[src/rtl/mp_add_pkg.sv]
// Shared constants and state encoding for the multi-precision sequential adder.
package mp_add_pkg;

  localparam int unsigned WORD_W = 16;

  typedef enum logic [1:0] {
    ST_IDLE = 2'd0,
    ST_RUN  = 2'd1,
    ST_DONE = 2'd2
  } state_t;

endpackage

[src/rtl/mp_add_seq_cla16.sv]
// 16-bit carry-select adder: low half ripples, high half is precomputed for
// both carry values and selected by the low-half carry-out. Purely combinational.
module CLA_16
  import mp_add_pkg::*;
(
  input  logic [WORD_W-1:0] A,
  input  logic [WORD_W-1:0] B,
  input  logic              Cin,
  output logic [WORD_W-1:0] Sum,
  output logic              Cout
);

  localparam int unsigned H = WORD_W / 2;

  logic [H:0] w_lo;
  logic [H:0] w_hi0;
  logic [H:0] w_hi1;

  assign w_lo  = {1'b0, A[H-1:0]} + {1'b0, B[H-1:0]} + {{H{1'b0}}, Cin};
  assign w_hi0 = {1'b0, A[WORD_W-1:H]} + {1'b0, B[WORD_W-1:H]};
  assign w_hi1 = {1'b0, A[WORD_W-1:H]} + {1'b0, B[WORD_W-1:H]} + {{H{1'b0}}, 1'b1};

  assign Sum[H-1:0]        = w_lo[H-1:0];
  assign {Cout, Sum[WORD_W-1:H]} = w_lo[H] ? w_hi1 : w_hi0;

endmodule

[src/rtl/mp_add_seq.sv]
// Sequential multi-precision adder: feeds one 16-bit word per cycle (LSW first)
// through CLA_16, chaining the carry, and collects the result with valid/ready handshakes.
module mp_add_seq
  import mp_add_pkg::*;
#(
  parameter int unsigned NWORDS = 4,
  parameter int unsigned IDXW   = 2
)(
  input  logic                       clk,
  input  logic                       rst,
  input  logic                       in_valid,
  output logic                       in_ready,
  input  logic [WORD_W*NWORDS-1:0]   a,
  input  logic [WORD_W*NWORDS-1:0]   b,
  input  logic                       cin,
  output logic                       out_valid,
  input  logic                       out_ready,
  output logic [WORD_W*NWORDS-1:0]   sum,
  output logic                       cout,
  output logic                       ovf
);

  localparam int unsigned W = WORD_W * NWORDS;

  state_t            r_state;
  state_t            w_next;
  logic [W-1:0]      r_a;
  logic [W-1:0]      r_b;
  logic [W-1:0]      r_sum;
  logic              r_carry;
  logic              r_cout;
  logic              r_ovf;
  logic              r_amsb;
  logic              r_bmsb;
  logic [IDXW-1:0]   r_cnt;

  logic [WORD_W-1:0] w_word_sum;
  logic              w_word_cout;
  logic              w_accept;
  logic              w_run;
  logic              w_last;

  CLA_16 u_cla (
    .A    (r_a[WORD_W-1:0]),
    .B    (r_b[WORD_W-1:0]),
    .Cin  (r_carry),
    .Sum  (w_word_sum),
    .Cout (w_word_cout)
  );

  assign w_last = (r_cnt == IDXW'(NWORDS - 1));

  always_comb begin
    w_next    = r_state;
    in_ready  = 1'b0;
    out_valid = 1'b0;
    w_accept  = 1'b0;
    w_run     = 1'b0;
    case (r_state)
      ST_IDLE: begin
        in_ready = 1'b1;
        if (in_valid) begin
          w_accept = 1'b1;
          w_next   = ST_RUN;
        end
      end
      ST_RUN: begin
        w_run = 1'b1;
        if (w_last) w_next = ST_DONE;
      end
      ST_DONE: begin
        out_valid = 1'b1;
        if (out_ready) w_next = ST_IDLE;
      end
      default: w_next = ST_IDLE;
    endcase
  end

  always_ff @(posedge clk) begin
    if (rst) begin
      r_state <= ST_IDLE;
      r_a     <= '0;
      r_b     <= '0;
      r_sum   <= '0;
      r_carry <= 1'b0;
      r_cout  <= 1'b0;
      r_ovf   <= 1'b0;
      r_amsb  <= 1'b0;
      r_bmsb  <= 1'b0;
      r_cnt   <= '0;
    end else begin
      r_state <= w_next;
      if (w_accept) begin
        r_a     <= a;
        r_b     <= b;
        r_carry <= cin;
        r_amsb  <= a[W-1];
        r_bmsb  <= b[W-1];
        r_cnt   <= '0;
      end else if (w_run) begin
        // Each word enters the result from the top, so the LSW ends at sum[15:0].
        r_sum   <= {w_word_sum, r_sum[W-1:WORD_W]};
        r_a     <= {{WORD_W{1'b0}}, r_a[W-1:WORD_W]};
        r_b     <= {{WORD_W{1'b0}}, r_b[W-1:WORD_W]};
        r_carry <= w_word_cout;
        r_cnt   <= r_cnt + 1'b1;
        if (w_last) begin
          r_cout <= w_word_cout;
          r_ovf  <= r_amsb ^ r_bmsb ^ w_word_sum[WORD_W-1] ^ w_word_cout;
        end
      end
    end
  end

  assign sum  = r_sum;
  assign cout = r_cout;
  assign ovf  = r_ovf;

endmodule

[config.mk]
export PLATFORM = sky130hd
export DESIGN_NAME = mp_add_seq
export DESIGN_NICKNAME = d
export VERILOG_FILES = /design/src/rtl/mp_add_pkg.sv /design/src/rtl/mp_add_seq_cla16.sv /design/src/rtl/mp_add_seq.sv
export SDC_FILE = /design/constraint.sdc
export NUM_CORES = 1
export LEC_CHECK = 0
export BUFFER_PORTS_ARGS = -buffer_cell sky130_fd_sc_hd__buf_2
export CAP_MARGIN = 0
export CORE_MARGIN = 3
export CORE_UTILIZATION = 40
export DETAILED_ROUTE_END_ITERATION = 7
export GPL_TIMING_DRIVEN = 0
export PLACE_DENSITY = 0.62
export SYNTH_ARGS = -nofsm -noshare
export SYNTH_HDL_FRONTEND = slang
export SYNTH_SLANG_ARGS = --single-unit
[constraint.sdc]
create_clock -name clk -period 5.29 [get_ports clk]
set_clock_uncertainty 0.05 [all_clocks]
set_input_delay 0.7935 -clock clk [delete_from_list [all_inputs] [get_ports clk]]
set_output_delay 0.7935 -clock clk [all_outputs]
set_load 0.01 [all_outputs]
==> results of run 1 <==
## cells in the mapped netlist (all sizes together), types with 3 or more instances
cell	n
nand3	37
and2	3
nor2b	3
nand2	245
inv	13
nand2b	3
fa	3
nor3	5
a21o	5
a211oi	7
a21oi	193
dfxtp	201
xnor2	14
ha	17
xor2	3
o21ai	6
a22oi	98
buf	5
nor3b	4
nor2	21
clkbuf	75
## cell families after synthesis
| group | count (synthesis) | share of synthesized area, % |
|---|---|---|
| xor gates and xnor gates | 18 | 2.319 |
| buffers and inverters | 93 | 4.257 |
| and+or+nand+nor | 331 | 16.71 |
| muxes | 2 | 0.2441 |
| AOI/OAI and AO/OA | 323 | 24.08 |
| DFF | 201 | 49.07 |
| adders and majority gates | 20 | 3.326 |
## sequential cells by signal, indices dropped and copies added, names as in the netlist
name,cells
r_a,64
r_bmsb,1
ovf,1
r_carry,1
r_amsb,1
cout,1
r_state,2
sum,64
r_b,64
r_cnt,2
## where the power goes
group / internal, mW / switching (mW) / total [mW]
logic: 0.170 / 0.293 / 0.463
registers: 1.60 / 0.0561 / 1.65
clock network: 0.906 / 0.610 / 1.52
## cell type report
type,instances,area (um^2),area share [%]
clock inverter,8,93.84,0.9168
clock buffer,30,611.8,5.977
buffer,80,300.3,2.934
tap,265,331.6,3.239
inverter,13,48.80,0.4767
timing repair buffer,199,996.0,9.730
antenna,1,2.502,0.02445
sequential,201,4024,39.31
multi-input combinational,694,3827,37.39
## metal layers
layer / share of wire [%] / vias to the layer above / GRT usage [%]
met1: 44 / 3553 / 29.07
li1: - / 3905 / -
met3: 7.5 / 52 / 4.649
met5: 0.24 / - / 0
met4: 2.1 / 10 / 5.400
met2: 46 / 259 / 37.88
## worst max-delay path by stage
stage                to  slack [ns]  depth (start not counted)
finish              ovf        2.03                         12
global route        ovf        1.82                         12
CTS                 ovf        1.99                         12
detailed placement  ovf        1.99                         12
global placement    ovf        2.00                         12
floorplan           ovf        2.42                         12
## cells in the final DEF, fill, tap and decap left out, drive strengths merged, types with 6 or more instances in the layout
| master | synthesis | layout |
|---|---|---|
| a211oi | 7 | 7 |
| a21oi | 193 | 193 |
| a22oi | 98 | 98 |
| buf | 5 | 204 |
| clkbuf | 75 | 105 |
| clkinv | 0 | 6 |
| dfxtp | 201 | 201 |
| ha | 17 | 17 |
| inv | 13 | 13 |
| nand2 | 245 | 245 |
| nand3 | 37 | 37 |
| nor2 | 21 | 21 |
| o21ai | 6 | 6 |
| xnor2 | 14 | 14 |
## through the flow
stage	util, %	cells	cell area (um^2)
6_report	51.75	1491	10240
5_1_grt	51.73	1490	10230
4_1_cts	51.73	1490	10230
3_5_place_dp	48.17	1452	9528
3_3_place_gp	48.17	1452	9528
2_1_floorplan	-	988	8200
## worst max-delay path: stages (launching register included)
cell and delay, ns:
dfxtp_1 0.36, inv_1 0.07, fa_1 0.41, inv_1 0.08, fa_1 0.19, a21o_1 0.15, a41oi_1 0.22, a31oi_4 0.30
and4_4 0.28, nand3_1 0.08, xnor2_1 0.35, xnor3_1 0.47, o31ai_2 0.17
==> reports/metrics.json, run 1 <==
{
  "outcome": "complete, no violations",
  "timing.setup.critical_path_class": "reg2reg",
  "cts_repair_resize_count": 0,
  "nFillCells": 2035,
  "ctsRootBufferMaster": "clkbuf_16",
  "r2r_end": "ovf",
  "yosysSeqAreaShare_pct": 49.07,
  "power.total_mw": 3.632,
  "power.ir.vdd_worst_mv": 0.2583,
  "dp_worst_setup_slack_ns": 1.989,
  "drive_above_1_share_pct": 19.35,
  "critical_path.endpoint_type": "flip-flop",
  "setup_slack_ns": 2.027,
  "globalRouteOverflowTotal": 0,
  "grt_pass1_wl_um": 39360,
  "antenna_violating_nets_post_route": 0,
  "final_max_slew_viol_count": 0,
  "report.final.hold_viol_count": 0,
  "min_delay_path_depth": 2,
  "register_bit_count_reported_by_yosys": 201,
  "avgViaCountPerCell": 5.217,
  "synth_ff_type": "dfxtp_1",
  "nets": 1364,
  "detailedRoute.firstPassIterationCount": 5,
  "synth.avg_cell_area_um2": 8.300,
  "core_area_um2": 19780,
  "clock_path_buffers": 3,
  "netlist-cell-type-count": 44,
  "crit_path_start": "r_b[0]",
  "r2r_setup_slack_ns": 2.03,
  "hold_class": "reg2reg",
  "fin_crit_ns": 3.263,
  "design.die.area_um2": 22250,
  "detailedPlacementHpwl_um": 19910,
  "max_cap_viol_count": 0,
  "timing.critical_path.fanout_max": 7,
  "gp_routability_congestion": 0.8218,
  "numPortBuffers": 199,
  "remaining_drc_errors": 0,
  "synthCells": 988,
  "cts_made_buffers": 22,
  "groute.usage.overall_pct": 22.27,
  "power.density_nw_per_um2": 354.9,
  "timing_worst_slew_pin_value_ns": 0.7227,
  "final_setup_tns_ns": 0,
  "avgRoutedWirePerCell_um": 16.97,
  "ios": 201,
  "ys_warn_count": 0,
  "worst_setup_path_start_kind": "flip-flop",
  "max-slew-margin-rel_pct": 51.82,
  "grt_pass1_vias": 7440,
  "critical_path_arrival_ns": 3.64,
  "synth_area_um2": 8200,
  "rsz0062_at_grt": "false",
  "start_util_pct": 41.45,
  "dieHeight_um": 149.2,
  "final.hold.worst_slack_ns": 0.3994,
  "drt_iter0_drc": 356,
  "grt_start_max_net_pins": 14,
  "fin_crit_sh_pct": 61.69,
  "insertion_delay_ns": 0.51,
  "dr_total_vias": 7779,
  "cts.clk_slew.worst_paths_ns": 0.06,
  "final_wl_um": 25300,
  "p_leak_nw": 4.103,
  "die_width_um": 149.2,
  "yosysTopAreaCell": "dfxtp_1",
  "worstHoldStart": "sum[1]",
  "critPathRequiredTime_ns": 5.67,
  "rows": 51,
  "tritoncts_clock_tree": "yes",
  "timing.final.setup_violations": 0,
  "clock.fmax_ghz": 0.3064,
  "h-tree-depth": 1,
  "postCtsHoldBufs": 0,
  "postCtsSetupRepairBufs": 0,
  "crit-reg2reg-launch": "r_b[0]",
  "synth.top_cell.area_share_pct": 49.07,
  "synth_fp_nets": 1141,
  "initial_antenna_violation_count": 5,
  "yosys-top-cells-area": "dfxtp_1 49%, a21oi_1 12%, nand2_1 11%",
  "worst_hold_path.endpoint": "sum[1]",
  "areaGrowthSynthToFinish_pct": 24.82,
  "synth-edff-count": 0,
  "async_flop_share_pct": 0,
  "r2r.worst_path.cells": 12,
  "numClockSinks": 201
}
(Power assumes the default switching activity.)
==> inputs of run 2 (changes only) <==
==> constraint.sdc (replaced) <==
create_clock -name clk -period 3.01 [get_ports clk]
set_clock_uncertainty 0.05 [all_clocks]
set_input_delay 0.4515 -clock clk [delete_from_list [all_inputs] [get_ports clk]]
set_output_delay 0.4515 -clock clk [all_outputs]
set_load 0.01 [all_outputs]
==> run 2 against run 1 <==
Compared with the run above: routed wire length is 0.71% higher; utilization is 0.27 points higher; maximum frequency is 12% higher; clock power is 76% higher; register-to-register slack worse by 1.9 ns.
==> reports/metrics.json, run 2 (synthesis gave the netlist of run 1 again) <==
{
  "final_cell_count_no_fill": 1493,
  "final_max_slew_viol_count": 0,
  "critical_path_arrival_ns": 3.30,
  "dp_cells": 1452,
  "detailedPlacementHpwl_um": 19910,
  "dieHeight_um": 149.2,
  "layout.cells.most_common": "nand2_1",
  "avgViaCountPerCell": 5.184,
  "outcome": "complete, no violations",
  "r2r.worst_path.cells": 10,
  "power.ir.vdd_worst_mv": 0.4570,
  "grt_pass1_vias": 7471,
  "fin_crit_sh_pct": 97.01,
  "grt_pass1_wl_um": 39480,
  "report.final.hold_viol_count": 0,
  "timing.critical_path.fanout_max": 3,
  "power.total_mw": 6.402,
  "final_cell_mix": "245 x nand2_1, 200 x dfxtp_1, 199 x buf_2",
  "p_leak_nw": 4.124,
  "power.density_nw_per_um2": 622.2,
  "max-slew-margin-rel_pct": 50.30,
  "tritoncts_clock_tree": "yes",
  "r2r_end": "ovf",
  "numClockSinks": 201,
  "start_util_pct": 41.45,
  "antenna_violating_nets_post_route": 0,
  "groute.usage.overall_pct": 22.34,
  "globalRouteOverflowTotal": 0,
  "ctsRootBufferMaster": "clkbuf_16",
  "fin_crit_ns": 2.920,
  "rows": 51,
  "drt_iter0_drc": 341,
  "final_wl_um": 25480,
  "hold_class": "in2reg",
  "h-tree-depth": 1,
  "timing.final.setup_violations": 0,
  "drive_above_1_share_pct": 20.05,
  "nets": 1366,
  "die_width_um": 149.2,
  "crit_path_end": "ovf",
  "numPortBuffers": 199,
  "areaGrowthSynthToFinish_pct": 25.47,
  "initial_antenna_violation_count": 5,
  "insertion_delay_ns": 0.51,
  "clock_path_buffers": 3,
  "design.die.area_um2": 22250,
  "grt_start_max_net_pins": 14,
  "dr_total_vias": 7739,
  "timing_worst_slew_pin_value_ns": 0.7455,
  "clock.fmax_ghz": 0.3425,
  "final.hold.worst_slack_ns": 0.1289,
  "postCtsHoldBufs": 0,
  "crit_path_start": "r_a[8]",
  "ios": 201,
  "critical_path.endpoint_type": "flip-flop",
  "crit-reg2reg-launch": "r_a[8]",
  "r2r_setup_slack_ns": 0.09,
  "gp_routability_congestion": 0.8218,
  "timing.setup.critical_path_class": "reg2reg",
  "worst_setup_path_start_kind": "flip-flop",
  "max_cap_viol_count": 0,
  "avgRoutedWirePerCell_um": 17.06,
  "critPathRequiredTime_ns": 3.39,
  "rsz0062_at_grt": "false",
  "cts_made_buffers": 22,
  "core_area_um2": 19780,
  "remaining_drc_errors": 0,
  "detailedRoute.firstPassIterationCount": 5,
  "cts.clk_slew.worst_paths_ns": 0.06
}
run 2: changes by cell type in the layout (fill, tap and decap cells not counted), sizes merged:
cell / before / now
buf: 204 / 206
run 2: final cells by class:
type / count / area, um^2
antenna: 1 / 2.502
buffer: 80 / 300.3
clock buffer: 30 / 611.8
clock inverter: 8 / 93.84
fill: 2034 / 9493
inverter: 13 / 48.80
multi-input combinational: 694 / 3864
sequential: 201 / 4025
tap: 265 / 331.6
timing repair buffer: 201 / 1011
run 2: what timing repair did:
item	CTS	global route
pin swaps	3	6
gates resized for setup	3	5
buffers inserted	1	1
setup endpoints to repair	1	1
run 2: how the worst min path moves through the flow:
stage | cells past startpoint | end | startpoint | slack [ns]
floorplan | 2 | r_a[0] | r_a[0] | 0.39
global route | 3 | r_b[48] | b[48] | 0.12
global placement | 2 | sum[6] | sum[6] | 0.39
finish | 3 | r_a[54] | a[54] | 0.13
detailed placement | 2 | sum[5] | sum[5] | 0.39
CTS | 3 | r_a[50] | a[50] | 0.11
run 2: where the power goes:
| group | switching [mW] | internal, mW | total (mW) |
|---|---|---|---|
| Clock | 1.08 | 1.59 | 2.67 |
| Sequential | 0.0990 | 2.81 | 2.91 |
| Combinational | 0.521 | 0.303 | 0.823 |
| Total | 1.70 | 4.70 | 6.40 |
run 2: through the flow:
step	setup slack (ns)	TNS, ns	util [%]	area [um^2]
after floorplan	0.1399	0	-	8200
after global placement	-0.2759	-0.2759	48.17	9528
after detailed placement	-0.2914	-0.2914	48.17	9528
after CTS	0.02047	0	51.85	10260
after global routing	0.007965	0	52.00	10290
final	0.09009	0	52.01	10290
run 2: critical path: stages, from the launching register on:
cell     delay [ns]
dfxtp_1        0.33
ha_1           0.24
fa_1           0.41
a21o_1         0.19
a21oi_1        0.18
xnor2_1        0.22
and4_4         0.30
nand3_2        0.08
xnor2_2        0.29
xnor3_1        0.38
o31ai_2        0.17
run 2: per-layer routing:
| layer | vias to the layer above | part of all wire (%) | GRT usage [%] |
|---|---|---|---|
| li1 | 3905 | - | - |
| met1 | 3539 | 45 | 29.04 |
| met2 | 234 | 46 | 37.75 |
| met3 | 51 | 6.9 | 4.771 |
| met4 | 10 | 2.3 | 6.087 |
| met5 | - | 0.24 | 0 |
==> inputs of run 3 (changes only) <==
--- a/config.mk
+++ b/config.mk
@@ -7,11 +7,13 @@
 export LEC_CHECK = 0
 export BUFFER_PORTS_ARGS = -buffer_cell sky130_fd_sc_hd__buf_2
 export CAP_MARGIN = 0
+export CELL_PAD_IN_SITES_DETAIL_PLACEMENT = 1
+export CELL_PAD_IN_SITES_GLOBAL_PLACEMENT = 2
 export CORE_MARGIN = 3
-export CORE_UTILIZATION = 40
+export CORE_UTILIZATION = 31
 export DETAILED_ROUTE_END_ITERATION = 7
 export GPL_TIMING_DRIVEN = 0
-export PLACE_DENSITY = 0.62
+export PLACE_DENSITY = 0.79
 export SYNTH_ARGS = -nofsm -noshare
 export SYNTH_HDL_FRONTEND = slang
 export SYNTH_SLANG_ARGS = --single-unit
==> run 3 against run 2 <==
Compared with the run above: hold slack worse by 0.018 ns; register-to-register slack better by 0.03 ns; design area increased by 1.8%; routed wire length up 17%; global-route usage shrank 2.0 points; power grew 3.0%; clock power up 6%; critical path depth up 2; final cell count rose by 4.8%; largest cell class unchanged.
==> reports/metrics.json, run 3 (synthesis gave the netlist of run 1 again) <==
{
  "gp_routability_congestion": 0.7822,
  "nets": 1369,
  "detailedRoute.firstPassIterationCount": 4,
  "final_cell_mix": "245 x nand2_1, 201 x dfxtp_1, 199 x buf_2",
  "power.ir.vdd_worst_mv": 0.3623,
  "groute.usage.overall_pct": 20.30,
  "timing.setup.critical_path_class": "reg2reg",
  "dieHeight_um": 168.6,
  "ios": 201,
  "grt_start_max_net_pins": 13,
  "critical_path_arrival_ns": 3.26,
  "path_cells": "inv_1 > fa_2 > inv_1 > fa_2 > a21o_1 > a41oi_4 > a31oi_4 > and4_4 > nand3_2 > xnor2_2 > xnor3_1 > o31ai_2",
  "critical_path.endpoint_type": "flip-flop",
  "initial_antenna_violation_count": 7,
  "core_area_um2": 25620,
  "timing.critical_path.fanout_max": 3,
  "numPortBuffers": 199,
  "power.total_mw": 6.593,
  "avgRoutedWirePerCell_um": 19.00,
  "cts_made_buffers": 24,
  "timing.final.setup_violations": 0,
  "grt_pass1_wl_um": 46000,
  "remaining_drc_errors": 0,
  "avgViaCountPerCell": 5.055,
  "layout.cells.most_common": "nand2_1",
  "grt_pass1_vias": 8174,
  "outcome": "complete, no violations",
  "tritoncts_clock_tree": "yes",
  "h-tree-depth": 1,
  "p_leak_nw": 4.176,
  "report.final.hold_viol_count": 0,
  "final_setup_tns_ns": 0,
  "max-slew-margin-rel_pct": 50.90,
  "fin_crit_sh_pct": 95.96,
  "globalRouteOverflowTotal": 0,
  "worst_path_largest_cell_delay_ns": 0.39,
  "numClockSinks": 201,
  "ctsRootBufferMaster": "clkbuf_16",
  "final_cell_count_no_fill": 1564,
  "clock_path_buffers": 3,
  "worst_setup_path_start_kind": "flip-flop",
  "dr_total_vias": 7906,
  "max_cap_viol_count": 0,
  "clock.fmax_ghz": 0.3462,
  "final_max_slew_viol_count": 0,
  "nFillCells": 3179,
  "start_util_pct": 32.01,
  "drt_iter0_drc": 332,
  "areaGrowthSynthToFinish_pct": 27.77,
  "design.die.area_um2": 28440,
  "antenna_cells_inserted": 0,
  "critPathRequiredTime_ns": 3.38,
  "dp_cells": 1517,
  "fin_crit_ns": 2.889,
  "cts.clk_slew.worst_paths_ns": 0.06,
  "antenna_violating_nets_post_route": 0,
  "drive_above_1_share_pct": 20.58,
  "cpLargestDelayFamily": "XOR/XNOR gates",
  "worst_path_max_delay_cell": "fa_2",
  "final_wl_um": 29720,
  "detailedPlacementHpwl_um": 23240,
  "power.density_nw_per_um2": 629.3,
  "timing_worst_slew_pin_value_ns": 0.7366,
  "postCtsHoldBufs": 0,
  "r2r_setup_slack_ns": 0.12,
  "rsz0062_at_grt": "false",
  "hold_class": "in2reg",
  "insertion_delay_ns": 0.53,
  "die_width_um": 168.6,
  "final_core_util_pct": 40.90,
  "cp.buffers_inverters": 2,
  "rows": 58
}
-- run 3: cell count changes in the layout (fill, tap and decap cells not counted), moves of 2 or more --
cell       before  now
bufinv_16       2    0
clkbuf_8        1    7
clkinv_2        5    3
xnor2_1        12   10
xnor2_2         1    3
-- run 3: final timing paths --
check                           cells past startpoint  startpoint       to
worst max-delay path                               12      r_a[0]      ovf
worst min-delay path                                3       a[56]  r_a[56]
worst max register to register                     12      r_a[0]      ovf
worst min register to register                      2     r_a[43]  r_a[43]
-- run 3: report_power, final --
| group | internal (mW) | switching (mW) | leakage (nW) |
|---|---|---|---|
| Clock | 1.65 | 1.17 | 0.381 |
| Combinational | 0.311 | 0.554 | 2.15 |
| Sequential | 2.81 | 0.102 | 1.64 |
-- run 3: what timing repair did --
item,4_1_cts,5_1_grt
pin swaps,4,4
setup buffers,1,2
gates resized for setup,4,8
endpoints found under the setup margin,1,1
gates cloned,0,0
-- run 3: routing by layer --
metal	vias to the layer above	wire (um)	track usage [%]	share of wire, %
li1	3918	-	-	-
met1	3714	13390	26.83	45
met2	210	14010	34.66	47
met3	50	1605	3.807	5.4
met4	14	647	4.482	2.2
met5	-	69	0	0.23
-- run 3: layout make-up --
class	instances	area (um^2)	share of cell area, %
flip-flops and latches	201	4024	38.40
clock buffers	38	723.2	6.902
multi-input cells	694	3901	37.23
inverters	13	48.80	0.4657
repair buffers	202	1018	9.721
well taps	330	412.9	3.941
plain buffers	80	300.3	2.866
clock inverters	6	48.80	0.4657
-- run 3: worst reg2reg max path, delay by kind of cell (launching register included) --
| family | cells | cell delay, ns |
|---|---|---|
| flip-flops | 1 | 0.34 |
| XOR/XNOR | 2 | 0.67 |
| AND/OR/NAND/NOR | 2 | 0.34 |
| adder cells (fa/ha/maj) | 2 | 0.60 |
| AO/OA/AOI/OAI | 4 | 0.66 |
| buffers and inverters | 2 | 0.15 |
-- run 3: through the flow --
stage          hold WS, ns  setup WS, ns  cell area, um^2
2_1_floorplan       0.3863        0.1399             8200
3_3_place_gp        0.3901       -0.2724             9609
3_5_place_dp        0.4008       -0.3167             9609
4_1_cts            0.09188       0.01743            10410
5_1_grt             0.1011       0.01439            10480
6_report            0.1104        0.1215            10480
